$ cat src/rtl/alu_ctrl_pkg.sv
// Shared ALU control definitions: ALUOp and funct encodings, operation codes
// and the sequencer state type, for use by the control path, ALU and MDU.
package alu_ctrl_pkg;

   localparam logic [2:0] ALUOP_BEQ   = 3'b000;
   localparam logic [2:0] ALUOP_BNE   = 3'b001;
   localparam logic [2:0] ALUOP_SW    = 3'b010;
   localparam logic [2:0] ALUOP_LW    = 3'b011;
   localparam logic [2:0] ALUOP_ADDI  = 3'b100;
   localparam logic [2:0] ALUOP_ORI   = 3'b101;
   localparam logic [2:0] ALUOP_LUI   = 3'b110;
   localparam logic [2:0] ALUOP_RTYPE = 3'b111;

   localparam logic [5:0] FUNCT_SLL  = 6'b000000;
   localparam logic [5:0] FUNCT_SRL  = 6'b000010;
   localparam logic [5:0] FUNCT_JR   = 6'b001000;
   localparam logic [5:0] FUNCT_MFHI = 6'b010000;
   localparam logic [5:0] FUNCT_MFLO = 6'b010010;
   localparam logic [5:0] FUNCT_MULT = 6'b011000;
   localparam logic [5:0] FUNCT_DIV  = 6'b011010;
   localparam logic [5:0] FUNCT_ADD  = 6'b100000;
   localparam logic [5:0] FUNCT_SUB  = 6'b100010;
   localparam logic [5:0] FUNCT_AND  = 6'b100100;
   localparam logic [5:0] FUNCT_OR   = 6'b100101;
   localparam logic [5:0] FUNCT_NOR  = 6'b100111;

   localparam logic [3:0] OPER_AND     = 4'b0000;
   localparam logic [3:0] OPER_OR      = 4'b0001;
   localparam logic [3:0] OPER_NOR     = 4'b0010;
   localparam logic [3:0] OPER_ADD     = 4'b0011;
   localparam logic [3:0] OPER_SUB     = 4'b0100;
   localparam logic [3:0] OPER_LUI     = 4'b0101;
   localparam logic [3:0] OPER_SLL     = 4'b0110;
   localparam logic [3:0] OPER_SRL     = 4'b0111;
   localparam logic [3:0] OPER_BEQ     = 4'b1000;
   localparam logic [3:0] OPER_BNE     = 4'b1001;
   localparam logic [3:0] OPER_MULT    = 4'b1010;
   localparam logic [3:0] OPER_DIV     = 4'b1011;
   localparam logic [3:0] OPER_MFHI    = 4'b1100;
   localparam logic [3:0] OPER_MFLO    = 4'b1101;
   localparam logic [3:0] OPER_NOP     = 4'b1110;
   localparam logic [3:0] OPER_ILLEGAL = 4'b1111;

   typedef enum logic [1:0] {
      IDLE,
      SINGLE,
      ITER
   } seq_state_t;

endpackage

$ cat src/rtl/alu_op_decode.sv
// Combinational decode of {alu_op, alu_function} into an operation code,
// a multi-beat flag for MULT/DIV and an illegal-request flag.
module alu_op_decode
   import alu_ctrl_pkg::*;
#(
   parameter int OP_W    = 3,
   parameter int FUNCT_W = 6,
   parameter int OPER_W  = 4
) (
   input  logic [OP_W-1:0]    alu_op,
   input  logic [FUNCT_W-1:0] alu_function,
   output logic [OPER_W-1:0]  operation,
   output logic               is_multi,
   output logic               illegal
);

   logic [3:0] code;
   logic       bad;
   logic       high_bits;

   assign high_bits = ((alu_op >> 3) != '0) || ((alu_function >> 6) != '0);

   // Only R-type looks at funct; an illegal request never becomes multi-beat.
   always_comb begin
      code     = OPER_ILLEGAL;
      is_multi = 1'b0;
      bad      = 1'b0;
      case (alu_op[2:0])
         ALUOP_RTYPE: begin
            case (alu_function[5:0])
               FUNCT_AND:  code = OPER_AND;
               FUNCT_OR:   code = OPER_OR;
               FUNCT_NOR:  code = OPER_NOR;
               FUNCT_ADD:  code = OPER_ADD;
               FUNCT_SUB:  code = OPER_SUB;
               FUNCT_SLL:  code = OPER_SLL;
               FUNCT_SRL:  code = OPER_SRL;
               FUNCT_MULT: begin code = OPER_MULT; is_multi = 1'b1; end
               FUNCT_DIV:  begin code = OPER_DIV;  is_multi = 1'b1; end
               FUNCT_MFHI: code = OPER_MFHI;
               FUNCT_MFLO: code = OPER_MFLO;
               FUNCT_JR:   code = OPER_NOP;
               default:    bad  = 1'b1;
            endcase
         end
         ALUOP_ADDI: code = OPER_ADD;
         ALUOP_ORI:  code = OPER_OR;
         ALUOP_LUI:  code = OPER_LUI;
         ALUOP_BEQ:  code = OPER_BEQ;
         ALUOP_BNE:  code = OPER_BNE;
         ALUOP_LW:   code = OPER_ADD;
         ALUOP_SW:   code = OPER_ADD;
         default:    bad  = 1'b1;
      endcase
      if (bad || high_bits) begin
         code     = OPER_ILLEGAL;
         is_multi = 1'b0;
      end
   end

   assign operation = OPER_W'(code);
   assign illegal   = bad || high_bits;

endmodule

$ cat src/rtl/alu_op_sequencer.sv
// Registered valid/ready front end for the ALU/MDU: single-cycle ops emit one
// beat, MULT/DIV emit MD_ITER stepped beats so the MDU needs no own control.
module alu_op_sequencer
   import alu_ctrl_pkg::*;
#(
   parameter int    OP_W    = 3,
   parameter int    FUNCT_W = 6,
   parameter int    OPER_W  = 4,
   parameter int    MD_ITER = 32,
   localparam int   CNT_W   = $clog2(MD_ITER)
) (
   input  logic               clk,
   input  logic               reset,
   input  logic               flush,
   input  logic               in_valid,
   output logic               in_ready,
   input  logic [OP_W-1:0]    alu_op,
   input  logic [FUNCT_W-1:0] alu_function,
   output logic               out_valid,
   input  logic               out_ready,
   output logic [OPER_W-1:0]  alu_operation,
   output logic [CNT_W-1:0]   out_step,
   output logic               out_last,
   output logic               out_illegal
);

   localparam logic [CNT_W-1:0] LAST_STEP = CNT_W'(MD_ITER - 1);

   seq_state_t        state_q, state_d;
   logic [CNT_W-1:0]  count_q, count_d;
   logic [OPER_W-1:0] oper_q, oper_d;
   logic              illegal_q, illegal_d;

   logic [OPER_W-1:0] dec_oper;
   logic              dec_multi;
   logic              dec_illegal;
   logic              at_last;
   logic              beat_done;
   logic              accept;

   alu_op_decode #(
      .OP_W    (OP_W),
      .FUNCT_W (FUNCT_W),
      .OPER_W  (OPER_W)
   ) u_decode (
      .alu_op       (alu_op),
      .alu_function (alu_function),
      .operation    (dec_oper),
      .is_multi     (dec_multi),
      .illegal      (dec_illegal)
   );

   assign at_last   = (state_q == SINGLE) || ((state_q == ITER) && (count_q == LAST_STEP));
   assign out_valid = (state_q != IDLE);
   assign beat_done = out_valid && at_last && out_ready;
   assign in_ready  = !reset && !flush && ((state_q == IDLE) || beat_done);
   assign accept    = in_valid && in_ready;

   // A completing beat drops back to IDLE unless a new request is taken in
   // the same cycle, which keeps single ops and back-to-back MULTs gapless.
   always_comb begin
      state_d   = state_q;
      count_d   = count_q;
      oper_d    = oper_q;
      illegal_d = illegal_q;
      case (state_q)
         SINGLE: begin
            if (out_ready) begin
               state_d   = IDLE;
               oper_d    = '0;
               illegal_d = 1'b0;
            end
         end
         ITER: begin
            if (out_ready) begin
               if (count_q == LAST_STEP) begin
                  state_d   = IDLE;
                  count_d   = '0;
                  oper_d    = '0;
                  illegal_d = 1'b0;
               end else begin
                  count_d = count_q + 1'b1;
               end
            end
         end
         default: ;
      endcase
      if (accept) begin
         state_d   = dec_multi ? ITER : SINGLE;
         count_d   = '0;
         oper_d    = dec_oper;
         illegal_d = dec_illegal;
      end
   end

   always_ff @(posedge clk) begin
      if (reset || flush) begin
         state_q   <= IDLE;
         count_q   <= '0;
         oper_q    <= '0;
         illegal_q <= 1'b0;
      end else begin
         state_q   <= state_d;
         count_q   <= count_d;
         oper_q    <= oper_d;
         illegal_q <= illegal_d;
      end
   end

   assign alu_operation = oper_q;
   assign out_step      = count_q;
   assign out_last      = at_last;
   assign out_illegal   = illegal_q;

endmodule

$ cat config.mk
export PLATFORM = sky130hd
export DESIGN_NAME = alu_op_sequencer
export DESIGN_NICKNAME = d
export VERILOG_FILES = /design/src/rtl/alu_ctrl_pkg.sv /design/src/rtl/alu_op_decode.sv /design/src/rtl/alu_op_sequencer.sv
export SDC_FILE = /design/constraint.sdc
export NUM_CORES = 1
export LEC_CHECK = 0
export ABC_AREA = 1
export ABC_CLOCK_PERIOD_IN_PS = 1800
export BUFFER_PORTS_ARGS = -buffer_cell sky130_fd_sc_hd__buf_2
export CAP_MARGIN = 20
export CORE_MARGIN = 2
export CORE_UTILIZATION = 35
export CTS_CLUSTER_SIZE = 8
export DETAILED_ROUTE_END_ITERATION = 10
export PLACE_DENSITY = 0.56
export SYNTH_ARGS = -nofsm -noshare
export SYNTH_HDL_FRONTEND = slang
export SYNTH_HIERARCHICAL = 1
export SYNTH_SLANG_ARGS = --single-unit
$ cat constraint.sdc
create_clock -name clk -period 1.8 [get_ports clk]
set_input_delay 0.36 -clock clk [delete_from_list [all_inputs] [get_ports clk]]
set_output_delay 0.36 -clock clk [all_outputs]
set_load 0.01 [all_outputs]
# After elaboration in Yosys (flattened, before gate mapping)
# Index checks and enable logic that the tools add are counted.
# totals
ff_bits	12
latchBits	0
ram_bits	0
romBits	0
wordCells	76
mem_count	0
# classes
n_addsub	1
n_mul	0
n_div	0
order_cmp	0
n_eq_ne	24
shift	0
n_mux	25
bitwise_logic	0
n_reduce_logical	22
# op_table
op	count
case mux 4 bit (12 select lines)	1
== test 6 bit (second input constant)	5
== test 6 x 5 -> 1 bit (second input constant)	4
case mux 4 bit (6 select lines)	1
2-to-1 mux 4 bit	5
== test 3 bit (second input constant)	4
OR reduction 12 bit	1
2-to-1 mux 2 bit	5
2-to-1 mux 1 bit	9
case mux 4 bit (2 select lines)	1
== test 3 x 2 -> 1 bit (second input constant)	2
== test 6 x 2 -> 1 bit (second input constant)	1
== test 6 x 4 -> 1 bit (second input constant)	1
logical AND 1 bit	6
zero test 6 bit	1
!= test 3 bit (second input constant)	2
adder 5 x 1 -> 5 bit (second input constant)	1
== test 5 bit (second input constant)	1
2-to-1 mux 5 bit	1
case mux 2 bit (2 select lines)	1
AND reduction 4 bit	1
OR reduction 2 bit	2
== test 3 x 1 -> 1 bit (second input constant)	1
zero test 3 bit	1
other kinds (11)	14

# Logic depth before layout (Yosys ltp)
# logic_depth
ltp_word	10
mapped_depth	12
depth_no_buf	12

# Modules after synthesis
# The synthesis kept the hierarchy.
# by_module_without_submodules
mod	instances	cells_each	area_per_inst_um2	seq_area_each_um2
alu_op_sequencer	1	76	626.9	240.2
alu_op_decode	1	64	331.6	0.0

# Worst setup path before layout
# Ideal clock, no wire load.
# synth_path
path_kind	register -> output
startpoint	reg count_q[0], in the netlist out_step[0]
endpoint	out in_ready
arrival_time_ns	1.429
required_time_ns	1.440
path_slack_ns	0.011
stages_incl_launch_ff	9
n_path_buf	0
path_cell_list	dfxtp_1 -> ha_1 -> nand2_1 -> nor2_1 -> ha_1 -> nand3_1 -> nand2_2 -> nand2_4 -> a21oi_1
# synth_via
elab_chain_cells	7
# synth_rtl
element	line	source
start: declaration	alu_op_sequencer.sv:30	logic [CNT_W-1:0] count_q, count_d;
start signal: assignment	alu_op_sequencer.sv:104	count_q <= count_d;
== test 5 bit	alu_op_sequencer.sv:53	assign at_last = (state_q == SINGLE) || ((state_q == ITER) && (count_q == LAST_STEP));
logical AND 1 bit	alu_op_sequencer.sv:53	
logical OR 1 bit	alu_op_sequencer.sv:53	
named net out_last	alu_op_sequencer.sv:23	output logic out_last,
logical AND 1 bit (2 in series)	alu_op_sequencer.sv:55	assign beat_done = out_valid && at_last && out_ready;
logical OR 1 bit	alu_op_sequencer.sv:56	assign in_ready = !reset && !flush && ((state_q == IDLE) || beat_done);
logical AND 1 bit	alu_op_sequencer.sv:56	
end: declaration	alu_op_sequencer.sv:16	output logic in_ready,
# The timed path passes the listed nets, and every way through them passes these cells.

# Final worst setup path
# layout_path
startpoint	reg count_q[0], in the netlist out_step[0]
endpoint	out in_ready
# layout_via
elab_chain_cells	7
# layout_rtl
element	line
== test 5 bit	alu_op_sequencer.sv:53
logical AND 1 bit	alu_op_sequencer.sv:53
logical OR 1 bit	alu_op_sequencer.sv:53
logical AND 1 bit (2 in series)	alu_op_sequencer.sv:55
logical OR 1 bit	alu_op_sequencer.sv:56
logical AND 1 bit	alu_op_sequencer.sv:56
# No other way between the ends.

==> metrics.txt <==
status=finished with violations; failing checks=setup timing; number of synthesized flops with an enable pin=0; met2 wire len=1170 um; max_cap viols=0; via count=1057; Power, Total=0.000564 W; Max Used Layer=met4; first-pass GRT wire length=3990 um; io pins=27; 1st-iter DRT viols=25; Tmin final=1.93 ns; dpl hpwl=1740 um; Finish-stage setup viols=2; Clk pwr share=0.290; Slew Limit Fails=0; vias in the first global route=965; M1 WL=1020 um; Num CTS Buffers=3; initial antenna violation count=0; post-route ant nets=0; worst setup margin=-0.130 ns; maximum vdd drop=0.000371 V; grt ovf=0; Final Hold Fails=0; max_slew headroom=0.751; sequential share of power=0.479; average cell area after synthesis=6.85 um^2; #FFs+latches synth=12; crit end category=output pin; GP Congestion=0.798; WHS Path Cells=3; Final Util=0.490; DR WL/cell=11.5 um; Die X=56.3 um; Netlist cell types=29; Core Area=2540 um^2; main flop type after synthesis=dfxtp_1; net count reported at finish=192; Max Freq=518 MHz; Clock Skew=0.00625 ns; # rows=18; CP Class=reg2out; CTS tree=built; combinational power share=0.231; CTS clk-pin slew, worst paths=0.08 ns; WP data arrival=1.57 ns; PwrDens=452 nW/um^2; worst r2r src=out_step[0]; Synthesized Nets=156; Post-Syn Instances=140; Post-synth top cells=27 x nand2_1, 16 x inv_1, 16 x nand3_1; layout cell share with drive strength beyond 1=0.402; Hold WC Path Type=in2reg; largest area contributor in the netlist=dfxtp_1; Power Internal=0.000394 W; antenna cell count=0; critical hold path startpoint=out_ready; Hold WS=0.407 ns; worst-margin pin slew=0.373 ns; Worst R2R Setup Slack=0.16 ns; post-synth top area share=0.251; type of origin of the critical path=register; setup_tns=-0.158 ns; largest net degree at the start of global routing=10; Max FO, Critical Path=2; worst path required time=1.44 ns; Max Root-Sink Buffers=2; Synthesis Warnings=6; Vias/cell=5.18; die area=3170 um^2; Worst-Skew Late Latency=0.27 ns; Area Overhead vs Synth=30.0%; Overall Global Routing Usage=0.154; count leader, synth=nand2_1; Synth area leaders=dfxtp_1 25%, nand2_1 11%, nand3_1 8.4%, inv_1 6.3%, a21oi_1 5.7%; FF-to-FF path depth=12; sequential-to-total area share from yosys stat=0.251; Initial Utilization=0.377; P_leak=0.617 nW; part of the cycle the worst path needs=1.07; drt total wl=2340 um; drc violations=0; Met3 Wirelength=120 um; switching portion of total power=0.301; Max H-tree Level=1; CTS root buf=clkbuf_4; post-synthesis cell area=958 um^2; worst hold endpoint=out_step[1]; TritonCTS sink count=12; DRT Pass-1 Iters=4; RSZ-0062 raised after global routing=yes; CP Launch Point=out_step[0]; R2R Path End=out_step[4]; P_sw=0.000170 W; die height=56.3 um; fraction of registers with async set or reset after synthesis=0; Port-buffer cells=26
-- critical path, cell delays in order (launching register included) --
cell     delay, ns
dfxtp_2       0.35
ha_4          0.15
nand2_4       0.06
nor2_4        0.10
ha_4          0.14
nand3_2       0.08
nand2_2       0.10
nand2_4       0.05
a21oi_2       0.12
buf_2         0.14
-- sequential cells by signal (all words and copies together), names as in the netlist --
| signal | cells |
|---|---|
| state_q | 2 |
| out_step | 5 |
| out_illegal | 1 |
| alu_operation | 4 |
-- worst max-delay path by stage --
stage,to,cells after the start
6_report,in_ready,9
3_3_place_gp,in_ready,9
2_1_floorplan,in_ready,8
4_1_cts,in_ready,9
3_5_place_dp,in_ready,9
5_1_grt,in_ready,9
-- repair_timing --
| action | 4_1_cts | 5_1_grt |
|---|---|---|
| endpoints found under the setup margin | 2 | 13 |
| pin swaps | 4 | 5 |
| gates resized for setup | 8 | 5 |
| setup buffers | 2 | 3 |
| hold buffers | 0 | 0 |
-- metrics by stage --
stage	setup WS [ns]	area [um^2]	cells
final	-0.130	1250	204
after floorplan	0.0115	958	140
after global placement	0.0885	1130	196
after CTS	-0.174	1190	201
after detailed placement	0.0765	1130	196
after global routing	-0.236	1250	204
-- routing by layer --
layer  GRT usage  vias to the layer above
li1            -                      539
met1       0.190                      486
met2       0.257                       28
met3      0.0438                        4
met4      0.0510                        0
met5           0                        -
-- logic make-up (layout without fill, tap and decap cells) --
kind of cell / count (synthesis) / in the layout / synth area share
XOR/XNOR: 1 / 1 / 0.00914
buffers and inverters: 21 / 55 / 0.0888
adder cells (fa/ha/maj): 2 / 2 / 0.0261
AO/OA/AOI/OAI: 17 / 17 / 0.112
flip-flops: 12 / 12 / 0.251
AND/OR/NAND/NOR: 87 / 87 / 0.513
-- power groups by stage --
stage	combinational [W]	sequential [W]	clock (W)
final	0.000130	0.000270	0.000164
after detailed placement	0.000124	0.000276	0
after global routing	0.000147	0.000270	0.000181
after CTS	0.000127	0.000270	0.000170
after global placement	0.000123	0.000276	0
after floorplan	0.0000855	0.000276	0
-- cell type report --
type	count	area [um^2]
clock buffers	3	22.5
fillers	255	1300
inverters	19	72.6
multi-input cells	107	682
flip-flops and latches	12	243
well taps	30	37.5
repair buffers	33	189
-- cells in the final DEF (no fill, tap or decap) --
master and instances:
nand2_1 26, buf_2 25, inv_1 16, nand3_1 15
nor2_1 12, a21oi_1 10, dfxtp_1 10, nand4_1 8
buf_4 7, nor2_2 5, nand2_2 4, nand2_4 4
nor2_4 3, nand3_2 3, clkbuf_4 3, inv_2 2
nand3_4 2, nor3_2 2, ha_4 2, dfxtp_2 2
or2_1 1, a21oi_2 1, o31a_4 1, clkinv_2 1
nand4_2 1, xor2_1 1, o22ai_1 1, nor3_1 1
buf_6 1, o21ai_2 1, o21bai_1 1, o21ai_0 1
a21boi_0 1
No activity file was read; power rests on OpenSTA's default activity.
